## config.mk

```make
export PLATFORM = sky130hd
export DESIGN_NAME = m_rect_fill
export DESIGN_NICKNAME = d
export VERILOG_FILES = /design/src/rtl/m_rect_fill.sv
export SDC_FILE = /design/constraint.sdc
export NUM_CORES = 1
export LEC_CHECK = 0
export ABC_AREA = 1
export CORE_MARGIN = 4
export CORE_UTILIZATION = 30
export CTS_CLUSTER_SIZE = 28
export DETAILED_ROUTE_END_ITERATION = 8
export SLEW_MARGIN = 20
export SYNTH_ARGS = -nofsm -noshare
export SYNTH_HDL_FRONTEND = slang
export SYNTH_SLANG_ARGS = --single-unit
```

## constraint.sdc

```tcl
create_clock -name w_clk -period 1.9 [get_ports w_clk]
set_input_delay 0.38 -clock w_clk [delete_from_list [all_inputs] [get_ports w_clk]]
set_output_delay 0.38 -clock w_clk [all_outputs]
set_load 0.01 [all_outputs]
```

## src/rtl/m_rect_fill.sv

```systemverilog
// Rectangle fill engine: one command in, one vmem write per cycle out in raster order.
// Optional outline mode is compiled in with RECT_OUTLINE_EN.
module m_rect_fill #(
  parameter int unsigned P_W = 240,
  parameter int unsigned P_H = 240
) (
  input  logic        w_clk,
  input  logic        w_rst_n,
  input  logic        w_cmd_valid,
  output logic        w_cmd_ready,
  input  logic [7:0]  w_cmd_x0,
  input  logic [7:0]  w_cmd_y0,
  input  logic [7:0]  w_cmd_x1,
  input  logic [7:0]  w_cmd_y1,
  input  logic [15:0] w_cmd_color,
  input  logic        w_cmd_outline,
  input  logic        w_wr_ready,
  output logic        w_we,
  output logic [15:0] w_wadr,
  output logic [15:0] w_wdata,
  output logic        w_busy,
  output logic        w_done
);

  localparam logic [8:0] XLim  = 9'(P_W);
  localparam logic [8:0] YLim  = 9'(P_H);
  localparam logic [7:0] XLast = 8'(P_W - 1);
  localparam logic [7:0] YLast = 8'(P_H - 1);

  typedef enum logic [1:0] {StIdle, StClip, StFill, StDone} state_e;

  state_e      state_q, state_d;
  logic [7:0]  x0_q, x0_d, y0_q, y0_d, x1_q, x1_d, y1_q, y1_d;
  logic [15:0] color_q, color_d;
  logic [7:0]  xmin_q, xmin_d, xmax_q, xmax_d;
  logic [7:0]  ymin_q, ymin_d, ymax_q, ymax_d;
  logic [7:0]  x_q, x_d, y_q, y_d;
  logic        we_q, we_d;
  logic        outline_q, outline_d;

  // Sorted corners of the latched command, before clipping.
  logic [7:0] x_lo, x_hi, y_lo, y_hi;
  logic       jump_row;

  always_comb begin
    x_lo = (x0_q < x1_q) ? x0_q : x1_q;
    x_hi = (x0_q < x1_q) ? x1_q : x0_q;
    y_lo = (y0_q < y1_q) ? y0_q : y1_q;
    y_hi = (y0_q < y1_q) ? y1_q : y0_q;
  end

`ifdef RECT_OUTLINE_EN
  always_comb begin
    outline_d = outline_q;
    if (state_q == StIdle && w_cmd_valid) begin
      outline_d = w_cmd_outline;
    end
  end

  // On interior rows of an outline, skip straight from the left edge to the right edge.
  assign jump_row = outline_q && (y_q != ymin_q) && (y_q != ymax_q) && (x_q == xmin_q);
`else
  logic unused_outline;
  assign unused_outline = w_cmd_outline;
  assign outline_d      = 1'b0;
  assign jump_row       = 1'b0;
`endif

  always_comb begin
    state_d = state_q;
    x0_d    = x0_q;
    y0_d    = y0_q;
    x1_d    = x1_q;
    y1_d    = y1_q;
    color_d = color_q;
    xmin_d  = xmin_q;
    xmax_d  = xmax_q;
    ymin_d  = ymin_q;
    ymax_d  = ymax_q;
    x_d     = x_q;
    y_d     = y_q;
    we_d    = we_q;

    case (state_q)
      StIdle: begin
        if (w_cmd_valid) begin
          x0_d    = w_cmd_x0;
          y0_d    = w_cmd_y0;
          x1_d    = w_cmd_x1;
          y1_d    = w_cmd_y1;
          color_d = w_cmd_color;
          state_d = StClip;
        end
      end

      StClip: begin
        if ({1'b0, x_lo} >= XLim || {1'b0, y_lo} >= YLim) begin
          state_d = StDone;
        end else begin
          xmin_d  = x_lo;
          ymin_d  = y_lo;
          xmax_d  = (x_hi > XLast) ? XLast : x_hi;
          ymax_d  = (y_hi > YLast) ? YLast : y_hi;
          x_d     = x_lo;
          y_d     = y_lo;
          we_d    = 1'b1;
          state_d = StFill;
        end
      end

      StFill: begin
        if (we_q && w_wr_ready) begin
          if (x_q == xmax_q && y_q == ymax_q) begin
            we_d    = 1'b0;
            state_d = StDone;
          end else if (x_q == xmax_q) begin
            x_d = xmin_q;
            y_d = y_q + 8'd1;
          end else if (jump_row) begin
            x_d = xmax_q;
          end else begin
            x_d = x_q + 8'd1;
          end
        end
      end

      StDone: begin
        state_d = StIdle;
      end

      default: begin
        state_d = StIdle;
        we_d    = 1'b0;
      end
    endcase
  end

  always_ff @(posedge w_clk or negedge w_rst_n) begin
    if (!w_rst_n) begin
      state_q   <= StIdle;
      x0_q      <= '0;
      y0_q      <= '0;
      x1_q      <= '0;
      y1_q      <= '0;
      color_q   <= '0;
      xmin_q    <= '0;
      xmax_q    <= '0;
      ymin_q    <= '0;
      ymax_q    <= '0;
      x_q       <= '0;
      y_q       <= '0;
      we_q      <= 1'b0;
      outline_q <= 1'b0;
    end else begin
      state_q   <= state_d;
      x0_q      <= x0_d;
      y0_q      <= y0_d;
      x1_q      <= x1_d;
      y1_q      <= y1_d;
      color_q   <= color_d;
      xmin_q    <= xmin_d;
      xmax_q    <= xmax_d;
      ymin_q    <= ymin_d;
      ymax_q    <= ymax_d;
      x_q       <= x_d;
      y_q       <= y_d;
      we_q      <= we_d;
      outline_q <= outline_d;
    end
  end

  // The cursor registers double as the write address.
  assign w_cmd_ready = (state_q == StIdle);
  assign w_busy      = (state_q != StIdle);
  assign w_done      = (state_q == StDone);
  assign w_we        = we_q;
  assign w_wadr      = {y_q, x_q};
  assign w_wdata     = color_q;

endmodule

```

==> impl_metrics.py <==
metrics = {
    "timing": {
        "fin_tns_setup_ns": -7.79,
        "rsz0062_at_grt": "true",
        "fin_crit_ns": 2.15,
        "slew_headroom_pct": 67.0,
        "timing.hold.ws_ns": 0.0735,
        "fin_crit_sh_pct": 113,
        "setup_violations": 42,
        "fin_skew_ns": 0.00637,
        "max_freq_mhz": 465,
        "worstMarginPinSlew_ns": 0.495,
        "finalMaxSlewViolations": 0,
        "hold_viol": 0,
        "fin_ws_ns": -0.251,
    },
    "worst_setup_path": {
        "path_class": "reg2reg",
        "crit_family": "simple AND/OR/NAND/NOR gates",
        "end_kind": "flop",
        "cpMostUsedCell": "buf_4",
        "r2r_cells": 15,
        "cp.buffers_inverters": 5,
        "crit_arrival_ns": 2.44,
        "critPathMaxFanout": 7,
        "r2r_slack_ns": -0.25,
        "crit_start": "x1_q[5]$_DFFE_PN0P_",
        "crit_cells": 15,
        "critPathRequiredTime_ns": 2.19,
        "worstReg2RegStart": "x1_q[5]$_DFFE_PN0P_",
        "cp_slowest_cell": "dfrtp_1",
        "slowest_delay_ns": 0.37,
        "cp-start-kind": "flop",
        "crit_path_cell_trace": "inv_2 > ha_4 > a21oi_2 > nor2_2 > nor3_4 > buf_6 > nand2_8 > nand2_2 > nand2_2 > buf_4 > buf_4 > buf_4 > o211ai_1 > nand3_1 > nand2_1",
    },
    "route": {
        "avgRoutedWirePerCell_um": 12.8,
        "firstDrtPassIters": 4,
        "routed_wl_um": 13300,
        "drcViolationCount": 0,
        "num_vias": 4642,
        "final_antenna_net_count": 0,
        "drt_iter0_drc": 201,
        "vias_per_cell": 4.50,
    },
    "synth": {
        "synth.area.top_cells": "dfrtp_1, nand2_1, o21ai_0",
        "synth_seq_cells": 91,
        "synth_area_mm2": 0.00504,
        "synth_top_area_share_pct": 45.2,
        "synth_nets": 709,
        "yosys_warnings": 0,
        "synth_top_area_cell": "dfrtp_1",
        "avgSynthCellArea_um2": 7.93,
        "syn_inst": 636,
        "synth_cell_type_count": 32,
        "synth.yosys.seq_area_share_pct": 45.2,
    },
    "layout": {
        "num-fill-cells": 1549,
        "layout_commonest_cell": "nand2_1",
        "antenna_cells": 0,
        "nets": 881,
        "drive_gt1_share_pct": 26.7,
        "syn2layout_area_growth_pct": 51.6,
        "layout.cells.most_common_list": "nand2_1, dfrtp_1, clkdlybuf4s50_1",
    },
    "clocking": {
        "clk_path_buf_depth": 2,
        "clkSinkCount": 91,
        "clockRootBuffer": "clkbuf_16",
        "worst_skew_pair.late_latency_ns": 0.35,
        "cts_inserted_buffers": 9,
        "htree_levels": 3,
        "ctsHoldBuffers": 0,
        "cts_tree": "done",
        "path_clk_slew_ns": 0.06,
    },
    "pwr": {
        "seq_power_share_pct": 21.0,
        "vdd.ir_drop.worst_uv": 860,
        "swShare_pct": 42.7,
        "p_comb_share_pct": 67.8,
        "clkPwrFrac_pct": 11.3,
        "pwr_density_cell_mw_per_mm2": 2240,
        "p_leak_nw": 3.68,
        "intPower_mw": 9.81,
        "netSwitchingPower_mw": 7.33,
    },
    "outcome": {
        "failed_checks": "setup timing",
        "outcome": "complete, but fails checks",
    },
    "hold_path": {
        "min_path_type": "in2async",
    },
    "grt": {
        "grt_pass1_vias": 4563,
        "antenna_found_initial": 0,
        "grt_pass1_wl_um": 21900,
        "grt_max_degree": 92,
        "track_usage_pct": 14.5,
        "grt_overflow": 0,
    },
    "floorplanning": {
        "chipWidth_um": 138,
        "start_util_pct": 30.5,
        "core_area_mm2": 0.0165,
        "chipHeight_um": 138,
        "die_area_mm2": 0.0189,
        "rows": 47,
        "design.portCount": 89,
    },
    "placement": {
        "pre_cts_slack_ns": -0.349,
        "gp_congestion": 0.822,
        "hpwl_um": 9550,
        "io_buffers": 87,
    },
    "flow_run": {
        "maxCapViolCount": 0,
    },
}
==> power groups by stage <==
| stage | sequential, mW | clock, mW | combinational [mW] |
|---|---|---|---|
| after floorplan | 3.70 | 0 | 5.27 |
| after global placement | 3.56 | 0 | 9.35 |
| after detailed placement | 3.58 | 0 | 9.48 |
| after CTS | 3.56 | 1.98 | 10.6 |
| after global routing | 3.72 | 2.07 | 12.9 |
| final | 3.60 | 1.93 | 11.6 |
==> per-stage QoR <==
stage	power [mW]	std cells	cell area [um2]	utilization [%]
floorplan	8.98	636	5060	-
global placement	12.9	1006	6800	41.2
detailed placement	13.1	1006	6800	41.2
CTS	16.1	1028	7360	44.6
global route	18.7	1032	7640	46.3
finish	17.1	1032	7640	46.3
==> cell type report <==
cell class | count | area (um2) | share of cell area [%]
multi-input combinational | 459 | 2790 | 36.5
sequential | 91 | 2280 | 29.8
timing repair buffer | 185 | 1760 | 23.0
tap | 220 | 275 | 3.60
inverter | 62 | 233 | 3.04
clock buffer | 9 | 225 | 2.95
clock inverter | 6 | 90.1 | 1.18
==> layer usage <==
| metal | vias up | track usage [%] | wire length, um |
|---|---|---|---|
| li1 | 2397 | - | - |
| met3 | 13 | 4.97 | 926 |
| met1 | 2134 | 19.8 | 6360 |
| met2 | 98 | 21.4 | 5780 |
| met4 | 0 | 4.71 | 187 |
| met5 | - | 0 | 0 |
==> synth_stat cells, drive strengths merged <==
| master | n |
|---|---|
| xnor2 | 6 |
| inv | 62 |
| nand3 | 33 |
| ha | 20 |
| nand3b | 1 |
| or2 | 1 |
| dfrtp | 91 |
| a21oi | 40 |
| o22ai | 4 |
| nand4 | 9 |
| nor2 | 52 |
| xor2 | 9 |
| o21a | 1 |
| o211ai | 4 |
| nor3 | 5 |
| o31ai | 1 |
| nand2 | 200 |
| o21ai | 54 |
| and2 | 1 |
| mux2 | 18 |
| clkbuf | 13 |
| buf | 11 |
==> what timing repair did <==
item | in CTS | in global routing
setup buffers | 6 | 4
pin swaps | 12 | 24
gates resized for setup | 54 | 57
endpoints found under the setup margin | 45 | 45
gates cloned | 1 | 0
==> cells by family after synthesis <==
family / count (synthesis) / synth area share, %
simple gates: 302 / 25.6
buf+inv: 86 / 6.90
mux: 18 / 4.02
xor+xnor: 15 / 2.61
fa+ha+maj: 20 / 4.96
compound gates: 104 / 10.7
flops: 91 / 45.2
==> worst paths after layout <==
kind                                    endpoint
setup / recovery              x_q[4]$_DFFE_PN0P_
hold / removal               x0_q[4]$_DFFE_PN0P_
setup reg to reg              x_q[4]$_DFFE_PN0P_
hold reg to reg            xmin_q[6]$_DFFE_PN0P_
max in group asynchronous    y1_q[5]$_DFFE_PN0P_
min in group w_clk         xmin_q[6]$_DFFE_PN0P_
==> state kept, by name (all words and copies together) (netlist names) <==
signal,cells
y0_q,8
w_wdata,16
xmax_q,8
w_we,1
x0_q,8
x1_q,8
y_q,8
state_q,2
xmin_q,8
ymax_q,8
y1_q,8
x_q,8
==> worst reg2reg max path, cell delays in order (launching register included) <==
cell,delay [ns]
dfrtp_1,0.37
inv_2,0.08
ha_4,0.20
a21oi_2,0.14
nor2_2,0.06
nor3_4,0.15
buf_6,0.14
nand2_8,0.08
nand2_2,0.08
nand2_2,0.07
buf_4,0.13
buf_4,0.12
buf_4,0.12
o211ai_1,0.17
nand3_1,0.09
nand2_1,0.08
(Power assumes the default switching activity.)
==> RTL edit: new RTL, config.mk and constraints unchanged <==
Build with the macro `RECT_OUTLINE_EN` defined.
--- a/src/rtl/m_rect_fill.sv
+++ b/src/rtl/m_rect_fill.sv
@@ -1,4 +1,6 @@
 // Rectangle fill engine: one command in, one vmem write per cycle out in raster order.
 // Optional outline mode is compiled in with RECT_OUTLINE_EN.
+`define RECT_OUTLINE_EN
+
 module m_rect_fill #(
   parameter int unsigned P_W = 240,
Behaviour: not the same (Yosys sat finds a counterexample within 10 cycles, from zero or initial values and one cycle with w_rst_n low).
==> RTL edit against the unedited design <==
- the run still ends with negative setup slack left
- routed wire length is 19% higher
- sequential power is 10% higher
- area after synthesis is 16% higher
- sequential cell count is 9 higher
- count of clock-buffer cells in the layout is 3 higher
- total power is 11% higher
- setup slack worse by 0.12 ns
- clock skew is 0.0048 ns higher
- die area is 15% higher
- utilization is 1.0 points lower
- design area is 12% higher
- critical path type unchanged
- critical endpoint is now xmin_q[1]$_DFFE_PN0P_
- largest cell class unchanged
- largest power group unchanged
- highest routed layer unchanged
==> RTL edit: results (changes against the unedited design) <==
* FILL cells at 1,864 (+20%)
* Switching power at 8.25 mW (+13%)
* DP Cell Count at 1,199 (+19%)
* Final setup viols at 50 (+19%)
* Routability cong. at 0.878 (+6.8%)
* Post-CTS setup buffer count at 4 (-2)
* Post-CTS sizing at 20 (-63%)
* M2 GR Usage at 20.9% (-0.54 points)
* Hold buffers post-CTS at 1 (+1)
* Crit-path max FO at 8 (+1)
* Synth Net Count at 852 (+20%)
* Setup TNS at -16.03 ns (-8.24 ns)
* DRT iter0 DRCs at 306 (+52%)
* Met2 WL at 6760 microns (+17%)
* Post-synth top cells: nand2_1 (232), dfrtp_1 (100), inv_1 (92), o21ai_0 (62), nor2_1 (61)
* Nets at 1,040 (+18%)
* Switching part of the total power at 43.4% (+0.61 points)
* Routed len/inst at 12.8 microns (-0.65%)
* Power Clock at 1.80 mW (-7%)
* Final core occ at 45.2% (-1.0 points)
* Mean Syn Cell Area at 7.54 sq um (-4.9%)
* Violated checks: negative setup slack
* Detailed placer's ending HPWL at 11,700 microns (+22%)
* Met3 Resource Use GR at 3.68% (-1.3 points)
* Layout cells sized above 1 at 23.3% (-3.5 points)
* Vias in the first global route at 5,190 (+14%)
* Setup slack after layout at -0.371 ns (-0.120 ns)
* Status: complete, but fails checks
* Seq/Total Area, Yosys at 42.6% (-2.5 points)
* Met3 WL at 834 microns (-9.9%)
* Total Wirelength at 15,700 microns (+19%)
* Sequential share of power at 20.8% (-0.2 points)
* GRT Total Usage at 13.8% (-0.63 points)
[RTL edit: cell count changes after synthesis, moves of 7 or more]
cell,delta
nand2_1,+43
dfrtp_1,+9
clkbuf_1,+7
nor2_1,+10
nand4_1,+23
inv_1,+32
o21ai_0,+9
[RTL edit: cell type report]
| cell class | instances | area share (%) |
|---|---|---|
| Inverter | 95 | 4.16 |
| Timing Repair Buffer | 210 | 23.2 |
| Clock inverter | 4 | 0.263 |
| Sequential cell | 100 | 29.2 |
| Clock buffer | 12 | 3.11 |
| Multi-Input combinational cell | 551 | 36.2 |
| Tap cell | 260 | 3.80 |
[RTL edit: worst paths after layout]
check,startpoint,to,slack [ns],depth (start not counted)
worst max-delay path,y1_q[5]$_DFFE_PN0P_,xmin_q[1]$_DFFE_PN0P_,-0.37,15
max in group asynchronous,w_rst_n,xmin_q[2]$_DFFE_PN0P_,0.88,3
min in group w_clk,w_wdata[3]$_DFFE_PN0P_,w_wdata[3]$_DFFE_PN0P_,0.50,1
worst min-delay path,w_rst_n,ymin_q[5]$_DFFE_PN0P_,0.44,2
worst min register to register,w_wdata[3]$_DFFE_PN0P_,w_wdata[3]$_DFFE_PN0P_,0.50,1
worst max register to register,y1_q[5]$_DFFE_PN0P_,xmin_q[1]$_DFFE_PN0P_,-0.37,15
[RTL edit: cell families (layout without fill, tap and decap cells)]
kind of cell / count (synthesis) / after routing / share of synthesized area, %
simple gates: 374 / 375 / 27.3
xor+xnor: 17 / 17 / 2.54
flops: 100 / 100 / 42.6
compound gates: 120 / 120 / 10.7
buf+inv: 129 / 321 / 8.97
mux: 19 / 19 / 3.64
fa+ha+maj: 20 / 20 / 4.26
